$ cat src/rtl/timer_arbiter.sv
// rtl/timer_arbiter.sv - round-robin arbiter sharing one down-counting timer between NREQ requesters
module timer_arbiter #(
   parameter int NREQ = 4,
   parameter int CW   = 8
) (
   input  logic                 clk,
   input  logic                 reset,
   input  logic [NREQ-1:0]      req,
   input  logic [NREQ*CW-1:0]   dur,
   output logic [NREQ-1:0]      gnt,
   output logic                 busy,
   output logic [CW-1:0]        cnt,
   output logic [NREQ-1:0]      done
);

   localparam int IW = (NREQ > 2) ? $clog2(NREQ) : 1;

   typedef enum logic [1:0] {
      S_IDLE = 2'd0,
      S_RUN  = 2'd1,
      S_DONE = 2'd2
   } state_t;

   state_t          state_q;
   logic [IW-1:0]   owner_q;
   logic [IW-1:0]   ptr_q;
   logic [NREQ-1:0] gnt_q;
   logic            busy_q;
   logic [CW-1:0]   cnt_q;
   logic [NREQ-1:0] done_q;

   logic [IW:0]     cand;
   logic [IW-1:0]   sel_d;
   logic            sel_vld_d;
   logic [NREQ-1:0] sel_oh_d;
   logic [CW-1:0]   sel_dur_d;
   logic [NREQ-1:0] own_oh;

   // Round-robin pick: first requester set when scanning ptr+1, ptr+2, ... wrapping at NREQ
   always_comb begin
      cand      = '0;
      sel_d     = '0;
      sel_vld_d = 1'b0;
      for (int i = 1; i <= NREQ; i++) begin
         cand = {1'b0, ptr_q} + (IW+1)'(i);
         if (cand >= (IW+1)'(NREQ)) begin
            cand = cand - (IW+1)'(NREQ);
         end
         if (!sel_vld_d && req[cand[IW-1:0]]) begin
            sel_d     = cand[IW-1:0];
            sel_vld_d = 1'b1;
         end
      end
   end

   // Duration and one-hot of the winner, plus one-hot of the current owner
   always_comb begin
      sel_oh_d  = NREQ'(1) << sel_d;
      sel_dur_d = dur[sel_d*CW +: CW];
      own_oh    = NREQ'(1) << owner_q;
   end

   // Grant / count / complete sequencing; every output is a register updated on the falling edge
   always_ff @(negedge clk or negedge reset) begin
      if (!reset) begin
         state_q <= S_IDLE;
         owner_q <= '0;
         ptr_q   <= IW'(NREQ-1);
         gnt_q   <= '0;
         busy_q  <= 1'b0;
         cnt_q   <= '0;
         done_q  <= '0;
      end else begin
         case (state_q)
            S_IDLE: begin
               if (sel_vld_d) begin
                  owner_q <= sel_d;
                  gnt_q   <= sel_oh_d;
                  busy_q  <= 1'b1;
                  cnt_q   <= sel_dur_d;
                  // A zero-length run completes in the grant cycle itself
                  if (sel_dur_d == '0) begin
                     done_q  <= sel_oh_d;
                     state_q <= S_DONE;
                  end else begin
                     done_q  <= '0;
                     state_q <= S_RUN;
                  end
               end else begin
                  gnt_q  <= '0;
                  busy_q <= 1'b0;
                  cnt_q  <= '0;
                  done_q <= '0;
               end
            end

            S_RUN: begin
               done_q <= '0;
               // Losing the request beats reaching terminal count: no completion is reported
               if (!req[owner_q]) begin
                  state_q <= S_IDLE;
                  gnt_q   <= '0;
                  busy_q  <= 1'b0;
                  cnt_q   <= '0;
                  ptr_q   <= owner_q;
               end else if (cnt_q <= CW'(1)) begin
                  // Terminal count; the <= guard also keeps the counter from ever wrapping
                  cnt_q   <= '0;
                  done_q  <= own_oh;
                  state_q <= S_DONE;
               end else begin
                  cnt_q <= cnt_q - CW'(1);
               end
            end

            S_DONE: begin
               // Completion always lasts exactly one cycle, regardless of req
               state_q <= S_IDLE;
               gnt_q   <= '0;
               busy_q  <= 1'b0;
               cnt_q   <= '0;
               done_q  <= '0;
               ptr_q   <= owner_q;
            end

            default: begin
               state_q <= S_IDLE;
               gnt_q   <= '0;
               busy_q  <= 1'b0;
               cnt_q   <= '0;
               done_q  <= '0;
            end
         endcase
      end
   end

   assign gnt  = gnt_q;
   assign busy = busy_q;
   assign cnt  = cnt_q;
   assign done = done_q;

endmodule

$ cat config.mk
export PLATFORM = sky130hd
export DESIGN_NAME = timer_arbiter
export DESIGN_NICKNAME = d
export VERILOG_FILES = /design/src/rtl/timer_arbiter.sv
export SDC_FILE = /design/constraint.sdc
export NUM_CORES = 1
export LEC_CHECK = 0
export BUFFER_PORTS_ARGS = -buffer_cell sky130_fd_sc_hd__buf_2
export CORE_AREA = 2 2 63 65
export DETAILED_ROUTE_END_ITERATION = 10
export DIE_AREA = 0 0 65 67
export PLACE_DENSITY_LB_ADDON = 0.12
export SKIP_LAST_GASP = 1
export SLEW_MARGIN = 20
export SYNTH_ARGS = -nofsm -noshare
export SYNTH_HDL_FRONTEND = slang
export SYNTH_SLANG_ARGS = --single-unit
$ cat constraint.sdc
create_clock -name clk -period 3.3 [get_ports clk]
set_input_delay 0.99 -clock clk [delete_from_list [all_inputs] [get_ports clk]]
set_output_delay 0.99 -clock clk [all_outputs]
set_load 0.01 [all_outputs]
# After elaboration in Yosys (flattened, before gate mapping)
# Index checks and enable logic that the tools add are counted.
dict set report word_totals {
  ff_bits 23
  inputBits 38
  out_inout_bits 17
  word_cells 90
}
dict set report classes {
  add_sub_neg 9
  n_lt_le_gt_ge 10
  eq_ne 5
  n_shift 3
  n_mux 44
  n_reduce_logical 12
}
# cell n
set op_table {}
lappend op_table {{32-bit by 6-bit indexed part select with 8-bit output} 1}
lappend op_table {{2-bit two-way mux} 13}
lappend op_table {{4-bit two-way mux} 6}
lappend op_table {{8-bit two-way mux} 3}
lappend op_table {{4-bit one-hot mux with 2 select lines} 2}
lappend op_table {{8-bit one-hot mux with 2 select lines} 1}
lappend op_table {{2-bit by 3-bit less-than comparator with 1-bit output (second input constant)} 5}
lappend op_table {{3-bit >= comparator (second input constant)} 4}
lappend op_table {{1-bit two-way mux} 11}
lappend op_table {{1-bit binary-select mux with 2-bit select} 5}
lappend op_table {{8-bit by 1-bit less-or-equal comparator with 1-bit output (second input constant)} 1}
lappend op_table {{8-bit zero test} 1}
lappend op_table {{2-bit one-hot mux with 2 select lines} 2}
lappend op_table {{1-bit by 2-bit << shifter with 4-bit output (first input constant)} 2}
lappend op_table {{2-bit by 1-bit subtractor with 2-bit output (second input constant)} 4}
lappend op_table {{8-bit by 1-bit subtractor with 8-bit output (second input constant)} 1}
lappend op_table {{2-bit by 2-bit adder with 3-bit output (second input constant)} 2}
lappend op_table {{2-bit AND reduction} 3}
lappend op_table {{2-bit != test (second input constant)} 2}
lappend op_table {{2-bit by 1-bit adder with 3-bit output (second input constant)} 1}
lappend op_table {{2-bit by 3-bit adder with 3-bit output (second input constant)} 1}
lappend op_table {{1-bit logical AND} 3}
lappend op_table {{1-bit zero test} 3}
lappend op_table {{3-bit != test (second input constant)} 1}
lappend op_table {{other kinds (5)} 5}

# Depth between registers and ports, before layout
# Gate-level depths: netlist of run 1.
dict set report depth {
  ltp_word 20
  depth_mapped 10
  mapped_depth_nobuf 6
}

==> summary.txt, run 1 <==
Clock network
  • Root Buffer Master: clkbuf_8
  • CTS H-tree lvls: 1
  • Clock Pin Slew Worst Setup and Hold Paths: 0.06 ns
  • Maximum clock path buffer count: 2
  • Total CTS buffers: 3
  • Clk Latency, worst-skew pair: 0.33 ns
  • Clk sinks: 23
  • TritonCTS clock tree: yes

Timing
  • Setup_tns: -19.40 ns
  • Relative slew slack: 0.393
  • Final Setup Violations: 40
  • Setup ws final: -1.08 ns
  • Clock skew: 0.0624 ns
  • Slew Viols, Final: 0
  • WHS: 0.481 ns
  • Slew @ Worst Pin: 0.906 ns
  • Final Hold Violating Endpoints: 0
  • RSZ-0062 raised after global routing: yes

Floorplanning
  • Initial Utilization: 0.447
  • Site Rows: 22
  • Total die area: 4360 sq um
  • IO Pins: 55
  • Die Ht: 67 um
  • Core Area: 3610 sq um
  • DIE WIDTH: 65 um

Power
  • Leakage: 1.49 nW
  • PD cells: 904 nW/um^2
  • Maximum vdd drop: 0.000530 V
  • Total chip power: 2.84 mW

Synth
  • Sequential area share after synthesis: 0.359
  • Mapped Nets: 218
  • Synthesized instance count: 178
  • Synth unique cells: 46
  • Main synth FF type: dfrtn_1
  • Post-synth EDFFs: 0
  • Synth Warn #: 0
  • Avg Inst Size Synth: 9.05 sq um
  • Synthesis-stage register bit count: 23
  • Post-Syn Area: 1610 sq um
  • Fraction of registers with async set/reset: 1.00

Global route
  • All-layer global routing usage: 0.302
  • First-pass GRT wire length: 9980 um
  • Global route overflow: 0
  • Vias in the first global route: 2092
  • Initial antenna violation count: 0
  • Pin count of the biggest net entering global routing: 22

Critical path
  • Highest-delay cell along the critical path: or4_4
  • Reg2reg start: ptr_q[1]
  • Worst path cell trace: buf_6 > buf_6 > a21boi_4 > o21bai_4 > buf_4 > a221oi_2 > o22ai_2 > or4_4 > o2bb2ai_2
  • RR Endpoint: done[2]
  • Critical path fanouts, max: 5
  • CP endpoint kind: register
  • Arr. time, crit path: 3.03 ns
  • Critical path buffer and inverter count: 3
  • Worst reg2reg path depth: 8
  • Slack of the worst reg-to-reg path: 0.62 ns
  • CP delay by family, top: compound AO/OA/AOI/OAI gates
  • Setup CP Type: in -> reg
  • Worst EP required: 1.94 ns
  • Critical path's most frequent cell: buf_6
  • Worst setup SP type: input pin
  • Max incr delay on CP: 0.60 ns

Final layout
  • Design area: 3140 sq um
  • Layout area overhead: 95.1%
  • ANT cells: 0
  • Nets: 341
  • Cell Count, Final, Fillers Out: 348
  • Share of cells above drive strength 1: 0.673
  • # fillers: 167
  • Post-layout util: 0.871

Hold path
  • Hold Startpoint: busy
  • Worst min path class: reg -> reg
  • Hold Crit Endpoint: busy
  • Hold Path Stages: 2

Drt
  • Drt drc: 0
  • Routed Antenna Nets: 0
  • DRT Pass-1 Iters: 4
  • DRT iter0 DRCs: 144
  • WL/cell: 20.5 um
  • Via count: 2107
  • Via-to-Cell Ratio: 6.05
  • Drt total wl: 7120 um

Run status
  • Failing checks: setup timing
  • Outcome: finished with violations

Place
  • DP Area: 2470 sq um
  • Placed cell count: 316
  • PortBufs: 54
  • Post-DP HPWL: 4150 um
  • Post-Place Worst Slack: -1.38 ns
  • GP Congestion: 0.827

Job
  • Max Cap Viol: 0
## cells by family after synthesis
group	Yosys count	synth area share
AO/OA/AOI/OAI	65	0.329
AND/OR/NAND/NOR	43	0.134
buffers and inverters	36	0.103
flip-flops	23	0.359
XOR/XNOR	6	0.0326
multiplexers	3	0.0272
adder cells (fa/ha/maj)	2	0.0155
## routing by layer
metal	part of all wire	wire, um	track usage
met5	0	0	0
met4	0.029	206	0.109
met3	0.061	435	0.0456
met2	0.55	3910	0.594
met1	0.36	2570	0.323
## final cells by class
class / count / area, sq um / share of cell area
multi-input cells: 120 / 1430 / 0.455
well taps: 48 / 60.1 / 0.0191
inverters: 21 / 78.8 / 0.0251
clock inverters: 3 / 11.3 / 0.00358
repair buffers: 130 / 943 / 0.300
flip-flops and latches: 23 / 578 / 0.184
clock buffers: 3 / 41.3 / 0.0131
## synth_stat cells (2+ instances only)
cell       number  share of area
a21o_1          2         0.0093
nand2_1        18          0.042
a2111oi_1       4          0.025
a221oi_1        8          0.044
nor2_1          9          0.021
o21a_1          2         0.0093
xor2_1          3          0.016
o22ai_1         6          0.023
o32ai_1         9          0.049
xnor2_1         3          0.016
o21ai_1         3         0.0093
buf_2           3         0.0093
a311oi_1       16          0.087
a2111oi_0       4          0.022
nor4_1          2         0.0078
inv_1          21          0.049
nand3_1         3         0.0093
clkbuf_1        6          0.014
dfstp_2         2          0.033
nor3_1          2         0.0062
ha_1            2          0.016
nor2b_1         2         0.0078
buf_6           3          0.021
dfrtn_1        21           0.33
o21ai_0         3         0.0093
## flip-flops by register name, indices dropped and copies added (netlist names)
signal   cells
busy         1
state_q      2
owner_q      2
ptr_q        2
cnt          8
done         4
gnt          4
## what timing repair did
action                                  CTS  global route
hold buffers                              0             0
gates cloned                              1             1
setup buffers                            17            11
pin swaps                                15            15
endpoints found under the setup margin   40            40
resized for setup                        49            24
## where the power goes
group | total [mW] | internal [mW] | switching, mW
sequential | 0.536 | 0.409 | 0.127
clock | 0.186 | 0.0869 | 0.0995
combinational | 2.12 | 1.08 | 1.04
## tightest hold or removal path: stages, from the launching register on
cell,delay [ns]
dfrtn_1,0.47
nand2_4,0.06
nand2_2,0.04
## cells in the final DEF (no fill, tap or decap), drive strengths merged, types with 2 or more instances in the layout
cell type  Yosys  layout
nor2b          2       2
nor4           2       2
nor2          10      10
nand3b         2       2
nand3          3       3
a2111oi        8       8
nor3           2       2
o21ai          6       6
dfrtn         21      21
o22ai          6       6
clkbuf         6       4
xnor2          3       3
a21o           2       2
a311oi        16      16
buf            8     129
xor2           3       3
dfstp          2       2
a221oi         8       8
nand2         18      19
inv           22      24
o21a           2       2
ha             2       2
o32ai          9       9
## worst max path at each step
stage                      start  endpoint  slack, ns  cells after the start
after floorplan           req[0]   done[3]      -1.16                      9
after global placement    req[0]   done[3]      -1.27                      8
after detailed placement  req[0]   done[1]      -1.38                      8
after CTS                 req[1]   done[2]      -1.03                      8
after global routing      req[0]   done[1]      -1.10                      9
final                     req[0]   done[2]      -1.08                      9
(Power assumes the default switching activity.)
==> run 2, diff against run 1 <==
--- a/config.mk
+++ b/config.mk
@@ -6,9 +6,11 @@
 export NUM_CORES = 1
 export LEC_CHECK = 0
 export BUFFER_PORTS_ARGS = -buffer_cell sky130_fd_sc_hd__buf_2
-export CORE_AREA = 2 2 63 65
+export CELL_PAD_IN_SITES_DETAIL_PLACEMENT = 1
+export CELL_PAD_IN_SITES_GLOBAL_PLACEMENT = 1
+export CORE_AREA = 2 2 69 71
 export DETAILED_ROUTE_END_ITERATION = 10
-export DIE_AREA = 0 0 65 67
+export DIE_AREA = 0 0 71 73
 export PLACE_DENSITY_LB_ADDON = 0.12
 export SKIP_LAST_GASP = 1
 export SLEW_MARGIN = 20
==> run 2 against run 1 <==
Against the previous run:
- the flow still finishes with violations (setup timing)
- sequential share of layout area fell by 0.69 points
- wire length is 40% higher
- clock power up 9%
- core utilization is 15 points lower
- global-route usage decreased by 0.67 points
- worst setup slack got worse by 0.047 ns
- cell count up 4.0%
- clock skew rose by 0.0035 ns
- combinational power grew 13%
- register-to-register slack worse by 0.04 ns
- sequential cell count unchanged
- critical path depth shrank 1
- largest cell class unchanged
==> summary.txt, run 2 (synthesis gave the netlist of run 1 again) <==
Critical path
  • Worst setup SP type: input pin
  • Highest-delay cell along the critical path: or4_4
  • Setup CP Type: in -> reg
  • Worst reg2reg path depth: 7 (-1)
  • Slack of the worst reg-to-reg path: 0.58 ns (-0.04 ns)
  • CP endpoint kind: register
  • Worst path cell trace: buf_6 > buf_6 > nand3b_1 > o21a_4 > a221oi_4 > o22ai_2 > or4_4 > o2bb2ai_2
  • Critical path fanouts, max: 5 (unchanged)
  • Arr. time, crit path: 3.10 ns (+0.07 ns)
  • Reg2reg start: ptr_q[0]
  • Worst setup endpoint: done[2]
  • Worst EP required: 1.97 ns (+0.03 ns)
  • Critical path's most frequent cell: buf_6
  • RR Endpoint: done[2]
  • Max incr delay on CP: 0.63 ns (+0.03 ns)
  • Critical Path Start: req[0]

Timing
  • Final Hold Violating Endpoints: 0 (unchanged)
  • RSZ-0062 raised after global routing: yes
  • Setup ws final: -1.13 ns (-0.0467 ns)
  • Clock skew: 0.0659 ns (+0.00347 ns)
  • WHS: 0.481 ns (+0.0000830 ns)
  • Slew @ Worst Pin: 0.961 ns (+0.0548 ns)
  • Slew Viols, Final: 0 (unchanged)
  • Final Setup Violations: 40 (unchanged)
  • Relative slew slack: 0.356 (-0.0367)

Place
  • GP Congestion: 0.855 (+3.5%)
  • PortBufs: 54 (unchanged)
  • Post-DP HPWL: 4530 um (+9.2%)

Final layout
  • FF+latch area: 578 sq um (unchanged)
  • Layout area overhead: 103%
  • Max FFs per register: 8 (unchanged)
  • Multi-input gate area: 1490 sq um (+4.2%)
  • # fillers: 465 (+180%)
  • Commonest non-fill, non-tap cell in the layout: buf_4
  • Share of cells above drive strength 1: 0.669 (-0.00450)
  • ANT cells: 0 (unchanged)
  • Nets: 349 (+2.3%)
  • Most frequent cells in the layout: buf_4 (68), buf_2 (50), inv_1 (22), dfrtn_1 (21), a311oi_1 (15)

Drt
  • DRT iter0 DRCs: 159 (+10%)
  • Routed Antenna Nets: 0 (unchanged)
  • Via-to-Cell Ratio: 6.13 (+1.3%)
  • Drt drc: 0 (unchanged)
  • Via count: 2220 (+5.4%)
  • DRT Pass-1 Iters: 4 (unchanged)
  • Drt total wl: 9960 um (+40%)
  • WL/cell: 27.5 um (+34%)

Clock network
  • Root Buffer Master: clkbuf_8
  • Clk sinks: 23 (unchanged)
  • Clock Pin Slew Worst Setup and Hold Paths: 0.06 ns (about the same)
  • Maximum clock path buffer count: 2 (unchanged)
  • Clk Latency, worst-skew pair: 0.35 ns (+0.02 ns)
  • Total CTS buffers: 3 (unchanged)
  • CTS H-tree lvls: 1 (unchanged)
  • Cts hold-fix bufs: 0 (unchanged)
  • TritonCTS clock tree: yes

Floorplanning
  • Total die area: 5180 sq um (+19%)
  • Core Area: 4540 sq um (+26%)
  • DIE WIDTH: 71 um (+9.2%)
  • Die Ht: 73 um (+9.0%)
  • Site Rows: 25 (+14%)
  • IO Pins: 55 (unchanged)
  • Initial Utilization: 0.355 (-0.0915)

Power
  • PD cells: 963 nW/um^2 (+6.5%)
  • Total chip power: 3.14 mW (+11%)
  • Maximum vdd drop: 0.000487 V (-8.2%)
  • Leakage: 1.55 nW (+3.5%)

Global route
  • Pin count of the biggest net entering global routing: 22 (unchanged)
  • All-layer global routing usage: 0.295 (-0.00671)
  • First-pass GRT wire length: 11600 um (+16%)
  • Global route overflow: 0 (unchanged)
  • Initial antenna violation count: 0 (unchanged)
  • Vias in the first global route: 2112 (+0.96%)

Run status
  • Outcome: finished with violations
  • Failing checks: setup timing

Hold path
  • Worst min path class: reg -> reg

Job
  • Max Cap Viol: 0 (unchanged)
-- run 2: cell types whose count changed in the layout (fill, tap and decap cells not counted), moves of 2 or more --
cell,change
buf_4,+5
nand2_2,-2
nand2_1,+3
buf_6,+2
o21ai_1,+2
buf_12,+2
a221oi_4,+4
o21ai_2,-3
a221oi_2,-4
-- run 2: layout make-up --
cell class | instances | share of cell area
clock buffer | 3 | 0.0126
tap | 54 | 0.0207
sequential | 23 | 0.177
multi-input combinational | 122 | 0.456
inverter | 21 | 0.0241
clock inverter | 3 | 0.00345
timing repair buffer | 136 | 0.306
-- run 2: critical path: cells and delay by family --
| family | cells | cell delay (ns) |
|---|---|---|
| compound gates | 4 | 0.95 |
| simple gates | 2 | 0.94 |
| buf+inv | 2 | 0.22 |
-- run 2: power breakdown --
| part | internal (mW) | switching (mW) | total, mW |
|---|---|---|---|
| Clock | 0.0877 | 0.114 | 0.202 |
| Sequential | 0.409 | 0.145 | 0.554 |
| Combinational | 1.17 | 1.22 | 2.39 |
| Total | 1.67 | 1.48 | 3.14 |
-- run 2: worst min-delay path by stage --
stage	from	end	slack, ns	depth (start not counted)
after floorplan	cnt[0]	cnt[0]	0.45	1
after global placement	gnt[0]	gnt[0]	0.42	2
after detailed placement	gnt[0]	gnt[0]	0.42	2
after CTS	gnt[1]	gnt[1]	0.42	2
after global routing	gnt[1]	gnt[1]	0.52	2
final	gnt[1]	gnt[1]	0.48	2
-- run 2: per-layer routing --
| metal | global-route usage | share of wire |
|---|---|---|
| met5 | 0 | 0 |
| met4 | 0.136 | 0.048 |
| met3 | 0.0262 | 0.049 |
| met2 | 0.539 | 0.50 |
| met1 | 0.352 | 0.40 |
-- run 2: through the flow --
| step | instance area (sq um) | setup TNS [ns] | cells | utilization | setup slack, ns |
|---|---|---|---|---|---|
| final | 3260 | -21.78 | 362 | 0.720 | -1.13 |
| after floorplan | 1880 | -16.24 | 178 | - | -1.16 |
| after detailed placement | 2410 | -24.71 | 313 | 0.531 | -1.46 |
| after global placement | 2410 | -23.17 | 313 | 0.531 | -1.35 |
| after CTS | 2880 | -17.81 | 335 | 0.634 | -0.984 |
| after global routing | 3260 | -22.95 | 362 | 0.720 | -1.18 |
-- run 2: repair_timing --
action | CTS | global route
cloned | 2 | 1
endpoints found under the setup margin | 40 | 40
gates resized for setup | 46 | 23
hold endpoints to repair | 0 | 0
pin swaps | 8 | 20
buffers inserted | 15 | 28
